==> config.mk <==
export PLATFORM = sky130hd
export DESIGN_NAME = pipelined_data_mem
export DESIGN_NICKNAME = d
export VERILOG_FILES = /design/src/rtl/mem_pkg.sv /design/src/rtl/pipelined_data_mem_rd_pipe.sv /design/src/rtl/pipelined_data_mem.sv
export SDC_FILE = /design/constraint.sdc
export NUM_CORES = 1
export LEC_CHECK = 0
export ABC_AREA = 1
export BUFFER_PORTS_ARGS = -buffer_cell sky130_fd_sc_hd__buf_2
export CORE_MARGIN = 2
export CORE_UTILIZATION = 45
export CTS_BUF_LIST = sky130_fd_sc_hd__clkbuf_8
export DETAILED_ROUTE_END_ITERATION = 12
export PLACE_DENSITY_LB_ADDON = 0.25
export SLEW_MARGIN = 20
export SYNTH_ARGS = -nofsm -noshare
export SYNTH_HDL_FRONTEND = slang
export SYNTH_SLANG_ARGS = --single-unit
==> constraint.sdc <==
create_clock -name clk -period 3.6 [get_ports clk]
set_clock_uncertainty 0.15 [all_clocks]
set_input_delay 0.54 -clock clk [delete_from_list [all_inputs] [get_ports clk]]
set_output_delay 0.54 -clock clk [all_outputs]
set_load 0.05 [all_outputs]
==> src/rtl/mem_pkg.sv <==
// Shared types and defaults for the pipelined data memory.
// Holds the FSM encoding, default geometry and the read-response record.
package mem_pkg;

    typedef enum logic {
        ST_CLEAR = 1'b0,
        ST_IDLE  = 1'b1
    } state_e;

    localparam int DEF_DW     = 8;
    localparam int DEF_DEPTH  = 32;
    localparam int MAX_RD_LAT = 4;

    typedef struct packed {
        logic              valid;
        logic              err;
        logic [DEF_DW-1:0] data;
    } rsp_t;

endpackage

==> src/rtl/pipelined_data_mem_rd_pipe.sv <==
// Read-response shift register, RD_LAT stages of {valid, err, data}.
// Data only advances with a valid entry so the last stage holds between responses.
module rd_pipe #(
    parameter int DW     = 8,
    parameter int RD_LAT = 1
) (
    input  logic          clk_i,
    input  logic          rst_ni,
    input  logic          in_valid_i,
    input  logic          in_err_i,
    input  logic [DW-1:0] in_data_i,
    output logic          out_valid_o,
    output logic          out_err_o,
    output logic [DW-1:0] out_data_o
);

    typedef struct packed {
        logic          valid;
        logic          err;
        logic [DW-1:0] data;
    } stage_t;

    stage_t stage_q [RD_LAT];
    stage_t feed_s  [RD_LAT];

    // Input of each stage: new request for stage 0, previous stage otherwise.
    always_comb begin
        feed_s[0].valid = in_valid_i;
        feed_s[0].err   = in_err_i;
        feed_s[0].data  = in_data_i;
        for (int i = 1; i < RD_LAT; i++) begin
            feed_s[i] = stage_q[i-1];
        end
    end

    // Shift every cycle; err is forced low whenever the entry is not valid.
    always_ff @(posedge clk_i or negedge rst_ni) begin
        if (!rst_ni) begin
            for (int i = 0; i < RD_LAT; i++) begin
                stage_q[i] <= '0;
            end
        end else begin
            for (int i = 0; i < RD_LAT; i++) begin
                stage_q[i].valid <= feed_s[i].valid;
                stage_q[i].err   <= feed_s[i].valid & feed_s[i].err;
                if (feed_s[i].valid) begin
                    stage_q[i].data <= feed_s[i].data;
                end
            end
        end
    end

    assign out_valid_o = stage_q[RD_LAT-1].valid;
    assign out_err_o   = stage_q[RD_LAT-1].err;
    assign out_data_o  = stage_q[RD_LAT-1].data;

endmodule

==> src/rtl/pipelined_data_mem.sv <==
// Handshake-driven single-port data memory with pipelined reads and a
// hardware clear sweep after reset and on request.
module pipelined_data_mem
    import mem_pkg::*;
#(
    parameter int            DW      = DEF_DW,
    parameter int            DEPTH   = DEF_DEPTH,
    parameter int            AW      = 5,
    parameter int            RD_LAT  = 1,
    parameter logic [DW-1:0] CLR_VAL = '0
) (
    input  logic          clk,
    input  logic          rst,
    input  logic          clr_req,
    input  logic          req_valid,
    output logic          req_ready,
    input  logic          req_write,
    input  logic [AW-1:0] req_adr,
    input  logic [DW-1:0] req_wdata,
    output logic          rsp_valid,
    output logic [DW-1:0] rsp_rdata,
    output logic          rsp_err,
    output logic          busy
);

    localparam logic [AW-1:0] LAST_ADR = AW'(DEPTH - 1);
    localparam logic [31:0]   DEPTH_W  = 32'(DEPTH);

    state_e        state_q;
    logic [AW-1:0] cnt_q;
    logic          req_ready_q;
    logic          busy_q;
    logic [DW-1:0] mem_q [DEPTH];

    logic          accept_s;
    logic          in_range_s;
    logic          rd_fire_s;
    logic          rd_err_s;
    logic [DW-1:0] rd_data_s;

    // Request decode; out-of-range reads return zero and flag an error.
    always_comb begin
        accept_s   = req_valid & req_ready_q;
        in_range_s = (32'(req_adr) < DEPTH_W);
        rd_fire_s  = accept_s & ~req_write;
        rd_err_s   = ~in_range_s;
        if (in_range_s) begin
            rd_data_s = mem_q[req_adr];
        end else begin
            rd_data_s = '0;
        end
    end

    // Control FSM: an accepted request takes priority over a clear request.
    always_ff @(posedge clk or negedge rst) begin
        if (!rst) begin
            state_q     <= ST_CLEAR;
            cnt_q       <= '0;
            req_ready_q <= 1'b0;
            busy_q      <= 1'b1;
        end else begin
            case (state_q)
                ST_CLEAR: begin
                    if (cnt_q == LAST_ADR) begin
                        state_q     <= ST_IDLE;
                        cnt_q       <= '0;
                        req_ready_q <= 1'b1;
                        busy_q      <= 1'b0;
                    end else begin
                        cnt_q       <= cnt_q + AW'(1);
                    end
                end
                ST_IDLE: begin
                    if (clr_req && !accept_s) begin
                        state_q     <= ST_CLEAR;
                        cnt_q       <= '0;
                        req_ready_q <= 1'b0;
                        busy_q      <= 1'b1;
                    end
                end
                default: begin
                    state_q     <= ST_CLEAR;
                    cnt_q       <= '0;
                    req_ready_q <= 1'b0;
                    busy_q      <= 1'b1;
                end
            endcase
        end
    end

    // Storage array: contents come only from the sweep or accepted writes.
    always_ff @(posedge clk) begin
        if (state_q == ST_CLEAR) begin
            mem_q[cnt_q] <= CLR_VAL;
        end else if (accept_s && req_write && in_range_s) begin
            mem_q[req_adr] <= req_wdata;
        end
    end

    rd_pipe #(
        .DW     (DW),
        .RD_LAT (RD_LAT)
    ) u_rd_pipe (
        .clk_i       (clk),
        .rst_ni      (rst),
        .in_valid_i  (rd_fire_s),
        .in_err_i    (rd_err_s),
        .in_data_i   (rd_data_s),
        .out_valid_o (rsp_valid),
        .out_err_o   (rsp_err),
        .out_data_o  (rsp_rdata)
    );

    assign req_ready = req_ready_q;
    assign busy      = busy_q;

endmodule

==> results of run 1 <==
==> worst min-delay path by stage <==
stage,startpoint,end,depth (start not counted)
after floorplan,rst,cnt_q[0],0
after global placement,u_rd_pipe.out_data_o[5],u_rd_pipe.out_data_o[5],2
after detailed placement,u_rd_pipe.out_data_o[3],u_rd_pipe.out_data_o[3],2
after CTS,clr_req,busy,3
after global routing,clr_req,busy,3
final,clr_req,busy,3
==> through the flow <==
step	util (%)	cell area [um^2]	hold WS (ns)	total power, uW
after floorplan	-	11300	0.0944	4860
after global placement	48.9	12000	0.318	5290
after detailed placement	48.9	12000	0.320	5320
after CTS	52.2	12800	0.0822	7700
after global routing	52.2	12800	0.107	8010
final	52.2	12800	0.102	7640
==> tightest hold or removal path: stages <==
cell and delay (ns):
buf_2 0.10, nand3_1 0.08, o21ai_0 0.08
==> power breakdown <==
| group | internal [uW] | leakage, uW | switching [uW] |
|---|---|---|---|
| clock network | 1210 | 0.000490 | 1180 |
| logic | 342 | 0.00186 | 983 |
| registers | 3820 | 0.00281 | 110 |
==> metal layers <==
metal	vias to the layer above	wire length (um)	share of wire, %	track usage (%)
met1	3603	11400	44	28.5
met2	247	12200	47	32.2
met4	0	587	2.3	7.36
met5	-	0	0	0
li1	3624	-	-	-
met3	45	1620	6.3	3.65
==> cells in the final DEF, fill, tap and decap left out <==
cell / n
o21ai_0: 8
buf_2: 27
nand2_1: 355
dlygate4sd3_1: 1
a21oi_1: 2
clkinv_1: 9
conb_1: 1
xor2_1: 1
nand3_1: 222
o21ai_1: 1
o21ai_2: 2
ha_1: 2
o22ai_1: 1
inv_2: 1
nand4_4: 1
nor3_1: 2
clkinvlp_4: 1
a211oi_1: 1
nor2_2: 9
buf_4: 51
inv_1: 50
buf_12: 1
clkbuf_8: 47
clkinv_2: 8
nor2_1: 37
edfxtp_1: 256
dfrtp_1: 16
dfstp_2: 1
==> final cells by class <==
| cell class | count | area [um^2] |
|---|---|---|
| inverters | 32 | 121 |
| well taps | 324 | 405 |
| clock buffers | 47 | 647 |
| repair buffers | 80 | 548 |
| multi-input cells | 645 | 2790 |
| clock inverters | 37 | 151 |
| flip-flops and latches | 273 | 8110 |
| fillers | 2142 | 11700 |
==> sequential cells by signal (all words and copies together) (netlist names) <==
name                   cells
mem_q                    256
u_rd_pipe.out_data_o       8
cnt_q                      5
busy                       1
req_ready                  1
state_q                    1
u_rd_pipe.out_valid_o      1
==> cells by family after synthesis <==
group,synth area share [%]
AND/OR/NAND/NOR,23.5
flip-flops,72.0
buffers and inverters,3.32
AO/OA/AOI/OAI,0.767
adder cells (fa/ha/maj),0.222
XOR/XNOR,0.0778
other,0.0333
==> impl_metrics.json, run 1 <==
{
  "place.gp.congestion": 0.842,
  "synth_edf_count": 256,
  "via_per_inst": 5.23,
  "power_density_nw_per_um2": 598,
  "path_cells": "nand4_4 -> o21ai_0 -> nand3_1 -> nor2_1",
  "synth_top_area_share_pct": 68.3,
  "insertion_delay_ns": 0.56,
  "core_area_um2": 24500,
  "crit_arrival_ns": 2.72,
  "drt_iter0_drc": 624,
  "reg2reg_depth": 4,
  "endpoint_kind": "flop",
  "hold_class": "input pin to flop",
  "io_pins": 30,
  "gr-total-overflow": 0,
  "ys_top_cells_by_count": "355 x nand2_1, 256 x edfxtp_1, 222 x nand3_1",
  "crit_family": "simple AND/OR/NAND/NOR gates",
  "path_buf_inv": 0,
  "start_util_pct": 46.0,
  "max_slew_margin_pct": 26.9,
  "criticalPathCategory": "flop to flop",
  "syn_inst": 1004,
  "ys_async_sr_fraction_pct": 6.23,
  "final_max_slew_viol_count": 0,
  "period_minus_slack_ns": 2.70,
  "num_vias": 7519,
  "yosys_warnings": 0,
  "grt.total_usage_pct": 20.3,
  "syn_nets": 1024,
  "ys.flop_type": "edfxtp_1",
  "synth-seq-cells": 273,
  "ctsResizeCount": 0,
  "startpoint_type": "flop",
  "n_antenna_cell": 0,
  "area_growth_pct": 13.5,
  "outcome": "finished, final reports clean",
  "crit_cells": 4,
  "dpl.hpwl_um": 15700,
  "post-cts-setup-buffers": 0,
  "nets": 1097,
  "synth.most_common_cell": "nand2_1",
  "chipWidth_um": 162,
  "clk_path_buf_depth": 3,
  "worst_slack_ns": 0.900,
  "maxCapViolCount": 0,
  "tightestPinTransition_ns": 1.09,
  "avgRoutedWirePerCell_um": 18.0,
  "path_clk_slew_ns": 0.06,
  "fmax_mhz": 370,
  "irDropWorstVdd_v": 0.000354,
  "cp_slowest_stage_delay_ns": 0.65,
  "fp-row-count": 57,
  "finalSetupTns_ns": 0,
  "cts_hold_buf": 1,
  "cts-root-buf": "clkbuf_8",
  "drive_above_1_share_pct": 13.4,
  "die_y_um": 162,
  "synthTopCellsByArea": "edfxtp_1 68%, nand2_1 12%, nand3_1 9.9%",
  "synth_cell_types": 25,
  "avgSynthCellArea_um2": 11.2,
  "numCtsBuffers": 45,
  "crit_path_end": "mem_q[9][6]",
  "setup_violations": 0,
  "ant_nets": 0,
  "required_ns": 3.62,
  "dp.cells": 1353,
  "grt_pass1_vias": 7315,
  "ctsHtreeMaxLevel": 2,
  "dp_slack_ns": 0.655,
  "antenna_found_initial": 0,
  "yosys.area.top_type": "edfxtp_1",
  "cts.sinks": 273,
  "grt_pass1_wl_um": 40600,
  "power.leakage_uw": 0.00516,
  "timing.rr.start": "state_q",
  "cts_tree": "done",
  "cpMaxStageDelayCell": "nor2_1",
  "final_cells": 1438,
  "dieArea_um2": 26300,
  "rrSetupSlack_ns": 0.90,
  "rsz0062_at_grt": "false",
  "remaining_drc_errors": 0,
  "io_buffers": 28,
  "critical_path.startpoint": "state_q",
  "period_share_pct": 75.0,
  "grt_max_degree": 94,
  "syn_area_um2": 11300,
  "dr.pass1.iters": 7,
  "path_max_fanout": 18,
  "seq_area_frac_synth_pct": 72.0,
  "rr_endpoint": "mem_q[9][6]",
  "final_hold_viol_count": 0,
  "wl_um": 25800
}
Note: power is estimated with default switching activity, not from simulation.
==> run 2: changes to the inputs <==
==> constraint.sdc (replaced) <==
create_clock -name clk -period 2.75 [get_ports clk]
set_clock_uncertainty 0.15 [all_clocks]
set_input_delay 0.4125 -clock clk [delete_from_list [all_inputs] [get_ports clk]]
set_output_delay 0.4125 -clock clk [all_outputs]
set_load 0.05 [all_outputs]
==> impl_metrics.json, run 2 (synthesis results as in run 1) <==
{
  "area_growth_pct": 14.1,
  "outcome": "finished, final reports clean",
  "largest_register": "mem_q",
  "remaining_drc_errors": 0,
  "num_vias": 7693,
  "ctsResizeCount": 0,
  "design_area_um2": 12800,
  "chipWidth_um": 162,
  "rr_endpoint": "mem_q[22][5]",
  "max_slew_margin_pct": 62.1,
  "final_max_slew_viol_count": 0,
  "critical_path.startpoint": "req_write",
  "power.total_uw": 9940,
  "dpl.hpwl_um": 17300,
  "final_hold_viol_count": 0,
  "cts_hold_buf": 3,
  "drt_iter0_drc": 693,
  "antenna_found_initial": 0,
  "numCtsBuffers": 43,
  "period_share_pct": 89.5,
  "dr.pass1.iters": 5,
  "wl_um": 28000,
  "cts_tree": "done",
  "cts.sinks": 273,
  "final_cells": 1440,
  "path_clk_slew_ns": 0.05,
  "layout_common_cells": "355 x nand2_1, 256 x edfxtp_1, 222 x nand3_1",
  "placed_area_um2": 12100,
  "rsz0062_at_grt": "false",
  "grt_max_degree": 74,
  "ctsHtreeMaxLevel": 2,
  "timing.rr.start": "req_ready",
  "startpoint_type": "input pin",
  "io_pins": 30,
  "core_area_um2": 24500,
  "tightestPinTransition_ns": 0.562,
  "grt_pass1_vias": 7491,
  "maxCapViolCount": 0,
  "hold_end": "mem_q[22][0]",
  "nFillCells": 2139,
  "insertion_delay_ns": 0.54,
  "dieArea_um2": 26300,
  "grt.total_usage_pct": 21.7,
  "grt_pass1_wl_um": 42600,
  "rrSetupSlack_ns": 0.39,
  "worst_slack_ns": 0.288,
  "largest_reg_flops": 256,
  "gr-total-overflow": 0,
  "dp_slack_ns": 0.306,
  "post-cts-setup-buffers": 0,
  "power.leakage_uw": 0.00517,
  "start_util_pct": 46.0,
  "irDropWorstVdd_v": 0.000405,
  "fp-row-count": 57,
  "required_ns": 2.84,
  "period_minus_slack_ns": 2.46,
  "nets": 1111,
  "io_buffers": 28,
  "hold_start": "req_wdata[0]",
  "whs_path_depth": 3,
  "reg2reg_depth": 6,
  "n_antenna_cell": 0,
  "endpoint_kind": "flop",
  "power_density_nw_per_um2": 774,
  "cts-root-buf": "clkbuf_8",
  "place.gp.congestion": 0.873,
  "die_y_um": 162,
  "dp.cells": 1367,
  "hold_class": "input pin to flop",
  "drive_above_1_share_pct": 13.9,
  "finalSetupTns_ns": 0,
  "crit_arrival_ns": 2.55,
  "clk_path_buf_depth": 3,
  "criticalPathCategory": "input pin to flop",
  "avgRoutedWirePerCell_um": 19.4,
  "setup_violations": 0,
  "via_per_inst": 5.34,
  "path_max_fanout": 18,
  "layout_commonest_cell": "nand2_1",
  "fmax_mhz": 406,
  "ant_nets": 0
}
## run 2: changes by cell type in the layout (fill, tap and decap cells not counted)
cell           previous run  this run
inv_1                    50        43
clkinv_1                  9        10
clkinv_2                  8         4
dlygate4sd3_1             1         3
buf_12                    1         4
clkbuf_8                 47        43
buf_4                    51        62
## run 2: worst max-delay path by stage
stage / cells past startpoint / slack (ns) / end
final: 8 / 0.29 / mem_q[22][5]
after global routing: 9 / 0.17 / mem_q[14][3]
after CTS: 8 / 0.33 / mem_q[30][6]
after detailed placement: 7 / 0.31 / mem_q[22][4]
after global placement: 7 / 0.34 / mem_q[22][4]
after floorplan: 4 / 0.34 / mem_q[0][0]
## run 2: metrics by stage
stage | hold WS, ns | util [%]
after detailed placement | 0.211 | 49.5
after global placement | 0.207 | 49.5
after global routing | 0.122 | 52.5
after floorplan | -0.0331 | -
final | 0.118 | 52.5
after CTS | 0.0808 | 52.5
## run 2: layer usage
metal / share of wire [%] / routed length (um) / global-route usage [%] / up-vias
met5: 0 / 0 / 0 / -
met4: 2.7 / 758 / 7.48 / 0
met3: 7.0 / 1960 / 3.60 / 67
met2: 50 / 13900 / 36.8 / 277
met1: 41 / 11400 / 28.6 / 3716
li1: - / - / - / 3633
## run 2: power breakdown
part           internal, uW  leakage (uW)  switching [uW]
clock                  1440      0.000410            1450
combinational           537       0.00195            1360
sequential             5000       0.00281             152
## run 2: layout make-up
cell class / count / area [um^2] / share of cell area (%)
Tap cell: 324 / 405 / 3.16
Multi-Input combinational cell: 645 / 2790 / 21.7
Timing Repair Buffer: 96 / 711 / 5.53
Clock buffer: 43 / 592 / 4.61
Clock inverter: 27 / 109 / 0.847
Inverter: 32 / 121 / 0.945
Sequential cell: 273 / 8110 / 63.2
## run 2: worst max-delay path, stage by stage
cell and delay [ns]:
dlygate4sd3_1 0.52, buf_2 0.15, nand4_4 0.31, o21ai_0 0.39, nand3_1 0.19, buf_4 0.21, nor2_1 0.16, buf_4 0.20
==> run 3: changes to the inputs <==
--- a/config.mk
+++ b/config.mk
@@ -5,7 +5,6 @@
 export SDC_FILE = /design/constraint.sdc
 export NUM_CORES = 1
 export LEC_CHECK = 0
-export ABC_AREA = 1
 export BUFFER_PORTS_ARGS = -buffer_cell sky130_fd_sc_hd__buf_2
 export CORE_MARGIN = 2
 export CORE_UTILIZATION = 45
==> constraint.sdc (replaced) <==
create_clock -name clk -period 2.03 [get_ports clk]
set_clock_uncertainty 0.15 [all_clocks]
set_input_delay 0.3045 -clock clk [delete_from_list [all_inputs] [get_ports clk]]
set_output_delay 0.3045 -clock clk [all_outputs]
set_load 0.05 [all_outputs]
==> impl_metrics.json, run 3 <==
{
  "grt_pass1_vias": 6443,
  "final_max_slew_viol_count": 0,
  "ys_async_sr_fraction_pct": 6.23,
  "cts-root-buf": "clkbuf_8",
  "fin_util_pct": 55.4,
  "combPwrFrac_pct": 21.5,
  "setup_violations": 17,
  "syn_area_um2": 11200,
  "grt_pass1_wl_um": 38000,
  "grt.total_usage_pct": 19.6,
  "power_density_nw_per_um2": 1080,
  "p_switching_uw": 4450,
  "num_vias": 6238,
  "outcome": "finished, violations left",
  "hold_ws_ns": 0.0798,
  "io_pins": 30,
  "period_share_pct": 101,
  "ys_top_cells_by_count": "256 x edfxtp_1, 128 x mux2i_1, 46 x nor2_1",
  "fp-row-count": 57,
  "hold_class": "input pin to async pin",
  "fmax_mhz": 489,
  "layout_common_cells": "256 x edfxtp_1, 128 x mux2i_1, 63 x buf_4",
  "dp.cells": 1059,
  "ys.flop_type": "edfxtp_1",
  "synth_cell_types": 40,
  "endpoint_kind": "flop",
  "max_slew_margin_pct": 65.1,
  "p_int_uw": 10100,
  "finalSetupTns_ns": -0.155,
  "startpoint_type": "flop",
  "start_util_pct": 45.9,
  "avgRoutedWirePerCell_um": 21.9,
  "power.leakage_uw": 0.00505,
  "tightestPinTransition_ns": 0.519,
  "grt_max_degree": 33,
  "syn_nets": 687,
  "dieArea_um2": 26100,
  "numCtsBuffers": 42,
  "rsz0062_at_grt": "true",
  "dr.pass1.iters": 5,
  "synthTopCellsByArea": "edfxtp_1 69%, mux2i_1 11%, dfrtp_1 3.6%",
  "place.gp.congestion": 0.842,
  "synth_top_area_share_pct": 68.9,
  "wl_um": 25100,
  "via_per_inst": 5.45,
  "largest_reg_flops": 256,
  "drt_iter0_drc": 494,
  "yosys_warnings": 0,
  "layout_commonest_cell": "edfxtp_1",
  "remaining_drc_errors": 0,
  "path_cells": "nand4_1 -> buf_6 -> nor3_1 -> a21oi_1 -> buf_4 -> nor2_2",
  "cts.sinks": 273,
  "path_clk_slew_ns": 0.06,
  "period_minus_slack_ns": 2.04,
  "switching_share_pct": 30.5,
  "insertion_delay_ns": 0.56,
  "synth-seq-cells": 273,
  "cpMaxStageDelayCell": "dfrtp_1",
  "chipWidth_um": 161,
  "criticalPathCategory": "flop to flop",
  "final_hold_viol_count": 0,
  "required_ns": 2.07,
  "irDropWorstVdd_v": 0.00114,
  "synth_edf_count": 256,
  "avgSynthCellArea_um2": 16.7,
  "ctsHtreeMaxLevel": 2,
  "path_max_fanout": 13,
  "cp_slowest_stage_delay_ns": 0.42,
  "worst_slack_ns": -0.0143,
  "ant_nets": 0,
  "nets": 806,
  "antenna_found_initial": 2,
  "area_growth_pct": 20.8,
  "gr-total-overflow": 0,
  "largest_register": "mem_q",
  "die_y_um": 161,
  "synth.most_common_cell": "edfxtp_1",
  "maxCapViolCount": 0,
  "io_buffers": 28,
  "core_area_um2": 24300,
  "pwr-share-seq_pct": 48.7,
  "crit_arrival_ns": 2.09,
  "clk_path_buf_depth": 3,
  "dpl.hpwl_um": 16700,
  "seq_area_frac_synth_pct": 72.7,
  "drive_above_1_share_pct": 30.2,
  "yosys.area.top_type": "edfxtp_1",
  "cts_tree": "done",
  "violations": "setup timing",
  "clockPowerShare_pct": 29.8,
  "final_cells": 1145,
  "syn_inst": 667
}
[run 3: power groups by stage]
stage / Combinational (uW) / Clock [uW] / Sequential, uW
3_3_place_gp: 2940 / 0 / 7170
3_5_place_dp: 3000 / 0 / 7200
2_1_floorplan: 1600 / 0 / 7370
4_1_cts: 3070 / 4420 / 7090
6_report: 3140 / 4350 / 7100
5_1_grt: 3330 / 4680 / 7150
[run 3: worst paths after layout]
| path | endpoint | slack (ns) | cells after the start | from |
|---|---|---|---|---|
| setup / recovery | mem_q[0][1] | -0.01 | 6 | state_q |
| hold / removal | u_rd_pipe.out_data_o[2] | 0.08 | 2 | rst |
| max in group asynchronous | req_ready | 1.30 | 2 | rst |
| setup reg to reg | mem_q[0][1] | -0.01 | 6 | state_q |
| hold reg to reg | u_rd_pipe.out_data_o[5] | 0.38 | 2 | u_rd_pipe.out_data_o[5] |
| min in group clk | state_q | 0.11 | 4 | req_valid |
[run 3: timing repair]
action	in CTS	in global routing
hold buffers	3	0
hold endpoints to repair	20	0
resized for setup	6	15
pin swaps	3	10
setup buffers	2	2
setup endpoints to repair	104	215
[run 3: layout make-up]
type | count | area [um^2]
diodes | 1 | 2.50
fillers | 1882 | 10800
multi-input cells | 346 | 3070
flip-flops and latches | 273 | 8120
clock inverters | 36 | 229
well taps | 324 | 405
repair buffers | 115 | 1050
clock buffers | 42 | 578
inverters | 8 | 30.0
[run 3: logic make-up (layout without fill, tap and decap cells)]
kind of cell    after synthesis  in the layout  share of synthesized area [%]
compound gates              122            122                           8.68
simple gates                 92             92                           3.69
buf+inv                      48            201                           3.08
mux                         129            129                           11.6
fa+ha+maj                     2              2                          0.224
flops                       273            273                           72.7
other cells                   1              2                         0.0336
[run 3: layer usage]
layer,track usage (%),vias to the layer above,routed length [um]
met5,0,-,12
met4,7.35,2,786
met3,3.88,49,1510
met2,32.3,186,12300
met1,25.9,3102,10500
li1,-,2899,-
[run 3: critical path, delay by kind of cell (launching register included)]
family,cells,cell delay (ns)
and+or+nand+nor,3,0.70
DFF,1,0.42
buffers and inverters,2,0.36
AOI/OAI and AO/OA,1,0.06
[run 3: through the flow]
stage / power (uW) / area [um^2] / setup slack, ns
floorplan: 8970 / 11400 / -0.0525
global placement: 10100 / 12500 / -0.216
detailed placement: 10200 / 12500 / -0.245
CTS: 14600 / 13400 / -0.0229
global route: 15200 / 13500 / -0.120
finish: 14600 / 13500 / -0.0143
